$ cat src/rtl/product_accumulator.sv
// Sums N_TERMS 16-bit products into an ACC_W-bit accumulator and hands the result on through a valid/ready handshake.
// Define PRODUCT_ACC_SATURATE_EN to clamp on overflow; otherwise the accumulator wraps.
module product_accumulator #(
    parameter int ACC_W   = 24,
    parameter int N_TERMS = 4
) (
    input  logic             clk,
    input  logic             rst,
    input  logic             clr,
    input  logic [15:0]      c_in,
    input  logic             c_valid,
    output logic             c_ready,
    output logic [ACC_W-1:0] sum,
    output logic             sum_valid,
    input  logic             sum_ready,
    output logic [2:0]       term_cnt,
    output logic             overflow
);

    typedef enum logic {S_ACC, S_OUT} state_t;

    localparam logic [3:0] LAST_CNT = 4'(N_TERMS - 1);

    state_t           r_state, w_state_nxt;
    logic [ACC_W-1:0] r_acc, w_acc_nxt;
    logic [3:0]       r_cnt, w_cnt_nxt;
    logic             r_ovf, w_ovf_nxt;
    logic             w_accept;
    logic [ACC_W:0]   w_sum_ext;

    // rst is folded in so no product looks accepted while reset is held
    assign c_ready   = (r_state == S_ACC) & rst;
    assign sum_valid = (r_state == S_OUT);
    assign w_accept  = c_valid & c_ready;
    assign w_sum_ext = {1'b0, r_acc} + (ACC_W+1)'(c_in);

    assign sum       = r_acc;
    assign term_cnt  = r_cnt[2:0];
    assign overflow  = r_ovf;

    always_ff @(posedge clk or negedge rst) begin
        if (!rst) r_state <= S_ACC;
        else      r_state <= w_state_nxt;
    end

    always_ff @(posedge clk or negedge rst) begin
        if (!rst) begin
            r_acc <= '0;
            r_cnt <= '0;
            r_ovf <= 1'b0;
        end else begin
            r_acc <= w_acc_nxt;
            r_cnt <= w_cnt_nxt;
            r_ovf <= w_ovf_nxt;
        end
    end

    always_comb begin
        w_state_nxt = r_state;
        w_acc_nxt   = r_acc;
        w_cnt_nxt   = r_cnt;
        w_ovf_nxt   = r_ovf;
        if (clr) begin
            w_state_nxt = S_ACC;
            w_acc_nxt   = '0;
            w_cnt_nxt   = '0;
            w_ovf_nxt   = 1'b0;
        end else begin
            case (r_state)
                S_ACC: begin
                    if (w_accept) begin
                        w_cnt_nxt = r_cnt + 4'd1;
`ifdef PRODUCT_ACC_SATURATE_EN
                        // once clamped, stay pinned at max for the rest of the batch
                        if (r_ovf || w_sum_ext[ACC_W]) begin
                            w_acc_nxt = '1;
                            w_ovf_nxt = 1'b1;
                        end else begin
                            w_acc_nxt = w_sum_ext[ACC_W-1:0];
                        end
`else
                        w_acc_nxt = w_sum_ext[ACC_W-1:0];
                        if (w_sum_ext[ACC_W]) w_ovf_nxt = 1'b1;
`endif
                        if (r_cnt == LAST_CNT) w_state_nxt = S_OUT;
                    end
                end
                S_OUT: begin
                    if (sum_ready) begin
                        w_state_nxt = S_ACC;
                        w_acc_nxt   = '0;
                        w_cnt_nxt   = '0;
                        w_ovf_nxt   = 1'b0;
                    end
                end
                default: w_state_nxt = S_ACC;
            endcase
        end
    end

endmodule
$ cat config.mk
export PLATFORM = sky130hd
export DESIGN_NAME = product_accumulator
export DESIGN_NICKNAME = d
export VERILOG_FILES = /design/src/rtl/product_accumulator.sv
export SDC_FILE = /design/constraint.sdc
export NUM_CORES = 1
export LEC_CHECK = 0
export ABC_AREA = 1
export BUFFER_PORTS_ARGS = -buffer_cell sky130_fd_sc_hd__buf_4
export CAP_MARGIN = 0
export CELL_PAD_IN_SITES_DETAIL_PLACEMENT = 0
export CELL_PAD_IN_SITES_GLOBAL_PLACEMENT = 2
export CORE_ASPECT_RATIO = 1.1
export CORE_MARGIN = 2
export CORE_UTILIZATION = 32
export DETAILED_ROUTE_END_ITERATION = 6
export PLACE_DENSITY = 0.95
export RECOVER_POWER = 50
export SYNTH_ARGS = -nofsm -noshare
export SYNTH_HDL_FRONTEND = slang
export SYNTH_SLANG_ARGS = --single-unit
$ cat constraint.sdc
create_clock -name clk -period 3.29 [get_ports clk]
set_input_delay 0.4935 -clock clk [delete_from_list [all_inputs] [get_ports clk]]
set_output_delay 0.4935 -clock clk [all_outputs]
set_load 0.05 [all_outputs]
After elaboration in Yosys (flattened, before gate mapping)

Cells that the tools add are included.

Input bits: 21
Output and inout port bits: 30
Register bits after elaboration: 30

Bitwise operators: 3
Muxes and demuxes: 18
Reductions and logical operators: 2
Eq/ne operators: 4
$add $sub $neg: 2

Operators with widths:

| kind                | number |
|---|---|
| $mux 24             | 3 |
| $pmux 24 s2         | 1 |
| $add 24x16->25      | 1 |
| $mux 4              | 3 |
| $ne 3x3->1 const B  | 3 |
| $mux 1              | 8 |
| $pmux 4 s2          | 1 |
| $add 4x1->4 const B | 1 |
| $eq 4x2->1 const B  | 1 |
| $pmux 1 s2          | 2 |
| $reduce_and 3->1    | 1 |
| $and 1x1->1         | 2 |
| $reduce_and 2->1    | 1 |
| $not 1->1           | 1 |

Longest topological paths before layout

Depth in word-level cells: 6
Mapped depth: 12

Least setup slack after synthesis

No wires, ideal clock.

Path kind: register to register
Start: register r_acc[0], in the netlist sum[0]
End: register r_acc[16], in the netlist sum[16]
Data arrival time: 1.984 ns
Data required time: 3.168 ns
Setup slack: 1.185 ns
Clock period less this slack: 2.105 ns
Library setup time: 0.122 ns
Path buffers: 0
Cell stages (with the launch flop): 12
Cell sequence: dfrtp_1 > ha_1 > fa_1 > nand2_2 > nand2_1 > and2_4 > nand2_1 > nand2_2 > nand2_1 > nand2_2 > a21oi_1 > nor2_1

Longest elaborated chain between the ends: 4

RTL lines:

| element                | RTL line | RTL |
|---|---|---|
| start, declared        | 25       | `logic [ACC_W-1:0] r_acc, w_acc_nxt;` |
| start signal, assigned | 52       | `r_acc <= w_acc_nxt;` |
| $add 24x16->25         | 35       | `assign w_sum_ext = {1'b0, r_acc} + (ACC_W+1)'(c_in);` |
| $mux 24                | 71       | `if (w_accept) begin` |
| $pmux 24 s2            | 69       | `case (r_state)` |
| $mux 24                | 63       | `if (clr) begin` |

No other way between the ends. The select of a mux whose other input is x is not followed.
A chain may end at the register's enable or synchronous reset.

Worst setup path in the final report

Start: register r_acc[0], in the netlist sum[0]
End: register r_acc[20], in the netlist sum[20]

The elaborated chain is that of the path after synthesis.

==> run metrics <==
die area=8470 um2; DR iter-0 viols=92; hold_ws=0.381 ns; syn_nets=415; Die W=87.9 um; crit path capture type=register; internal power=729 uW; failing checks=capacitance limit, slew limit; LEAKAGE=1.58 nW; Placer Congestion=0.812; I/O pins=51; CORE AREA=7470 um2; initial core utilization=0.332; cts repair resizes=0; CTS root buf=clkbuf_8; worst clock skew=0.00921 ns; switching part of the total=0.381; placed cell count=524; Worst-path clk slew=0.07 ns; final core utilization=0.399; RSZ-0062 raised after global routing=no; buffers and inverters on the worst path=0; post-synth cell types=32; Critical Path RT=3.47 ns; area post-placement=2930 um2; first-pass GRT wire length=11.5 mm; wire length per cell=12.9 um; WS Path Type=register to register; Slew @ Worst Pin=1.79 ns; diode count=0; Seq pwr share=0.355; Fmax=494 MHz; maximum vdd ir drop=0.000248 V; CP max stage delay=0.44 ns; DRT Wirelength=6.86 mm; minimum clock period=2.02 ns; post-CTS setup buffers=0; first-pass iteration count of the detailed router=4; Crit path arrival time=2.21 ns; Critical Path Fanout Max=5; Slew Viols, Final=31; CTS Buf Count=5; Total GRT Usage=0.177; slowest cell on the critical path=fa_1; worst min-delay path category=input port to register; synth warn=0; Final Hold Viols=0; DR vias/cell=4.69; DP HPWL=5.34 mm; DRC Markers=0; Switching Power=448 uW; Mean Syn Cell Area=6.60 um2; TritonCTS clock tree=built; Startpoint Class=register; sequential fraction of the synthesis area=0.303; setup tns final=0 ns; Yosys top cell by area=dfrtp_1; status=complete, but fails checks; DRT antenna net count=0; via count=2,493; max cap viols=1; Synth-to-Final Area Change=20.2%; Synth top area share=0.303; Netlist Area Pre-Place=2480 um2; clock latency on the worst-skew pair=0.29 ns; Final Cell Area=2980 um2; Clock Sinks=30; Max Buffers Root-to-Sink=2; largest net degree at the start of global routing=31; fin nets=465; layout cells sized above 1=0.164; total grt overflow=0; worst slew margin relative to its limit=-0.194; Tcrit/Tclk final=0.615; ranking of synthesized cells by area=dfrtp_1, nand2_1, ha_1; FF+latch area=751 um2; initial antenna violation count=0; final-layout fill cell count=838; Comb pwr share=0.316; Finished Layout Cells=532; row count=33; Finish-stage setup viols=0; Syn Inst Count=376; crit path cell chain=ha_1, fa_1, nand2_2, nand2_1, and2_4, nand2_1, nand2_2, nand2_1, nand2_2, a21oi_1, nor2_1; family with the most delay on the worst path=adder cells; cts hold-fix bufs=0; Yosys reg bits=30; Power per Cell Area=395 nW/um2; chip height=96.3 um; vias in the first global route=2,396; area of the multi-input gates=1500 um2; htree depth=2; Clk pwr share=0.330; IO Port Bufs=50
## registers in the layout, indices dropped and copies added (netlist names)
| register | cells |
|---|---|
| overflow | 1 |
| r_cnt | 4 |
| sum | 24 |
| sum_valid | 1 |
## cell type report
cell class,count,area share
clock buffers,6,0.0243
clock inverters,2,0.0126
inverters,44,0.0554
multi-input cells,294,0.504
flip-flops and latches,30,0.252
well taps,105,0.0441
repair buffers,51,0.108
## metrics by stage
step	setup slack [ns]	total power, mW
final	1.27	1.18
after global routing	1.05	1.25
after CTS	1.23	1.20
after detailed placement	1.09	0.810
after global placement	1.12	0.810
after floorplan	1.18	0.703
## cells in the mapped netlist (all sizes together)
library cell,count
inv,44
a211oi,1
nor3,4
a21oi,26
or2,1
a32o,1
nand3,29
buf,8
o21bai,1
nor2,51
nand4,4
xor2,1
and2,1
o21ai,15
a41oi,1
dfrtp,30
nand3b,1
xnor2,1
nand2,135
a22o,3
ha,17
fa,1
## cell usage in the layout (no fill, tap or decap), drive strengths merged, types with 3 or more instances in the layout
master | synthesis | final
nand2 | 135 | 135
ha | 17 | 17
nand3 | 29 | 29
a21oi | 26 | 26
nor3 | 4 | 4
nor2 | 51 | 51
o21ai | 15 | 15
clkbuf | 0 | 22
buf | 8 | 35
nand4 | 4 | 4
dfrtp | 30 | 30
a22o | 3 | 3
inv | 44 | 44
## power groups by stage
stage | combinational [mW] | sequential, mW | clock (mW)
3_3_place_gp | 0.386 | 0.424 | 0
3_5_place_dp | 0.386 | 0.425 | 0
5_1_grt | 0.412 | 0.422 | 0.411
6_report | 0.372 | 0.417 | 0.388
2_1_floorplan | 0.229 | 0.473 | 0
4_1_cts | 0.387 | 0.418 | 0.399
## cells by family after synthesis
kind of cell	Yosys count	synth area share
adders and majority gates	18	0.0938
buffers and inverters	52	0.0908
xor gates and xnor gates	2	0.00706
and+or+nand+nor	226	0.396
DFF	30	0.303
AOI/OAI and AO/OA	48	0.110
## routing by layer
metal  GRT usage  wire [um]  vias to the layer above
met2       0.296       3290                       42
met4      0.0423         34                        0
li1            -          -                     1304
met3      0.0283        249                        2
met1       0.239       3290                     1145
met5           0          0                        -
## path summary, 6_finish.rpt
kind	start	end	slack (ns)	cells after the start
worst max-delay path	sum[0]	sum[20]	1.27	11
worst min-delay path	clr	sum_valid	0.38	2
worst max register to register	sum[0]	sum[20]	1.27	11
worst min register to register	sum[10]	sum[10]	0.52	2
max in group asynchronous	rst	sum[10]	1.36	2
min in group asynchronous	rst	sum[17]	0.90	2
(Power assumes the default switching activity.)
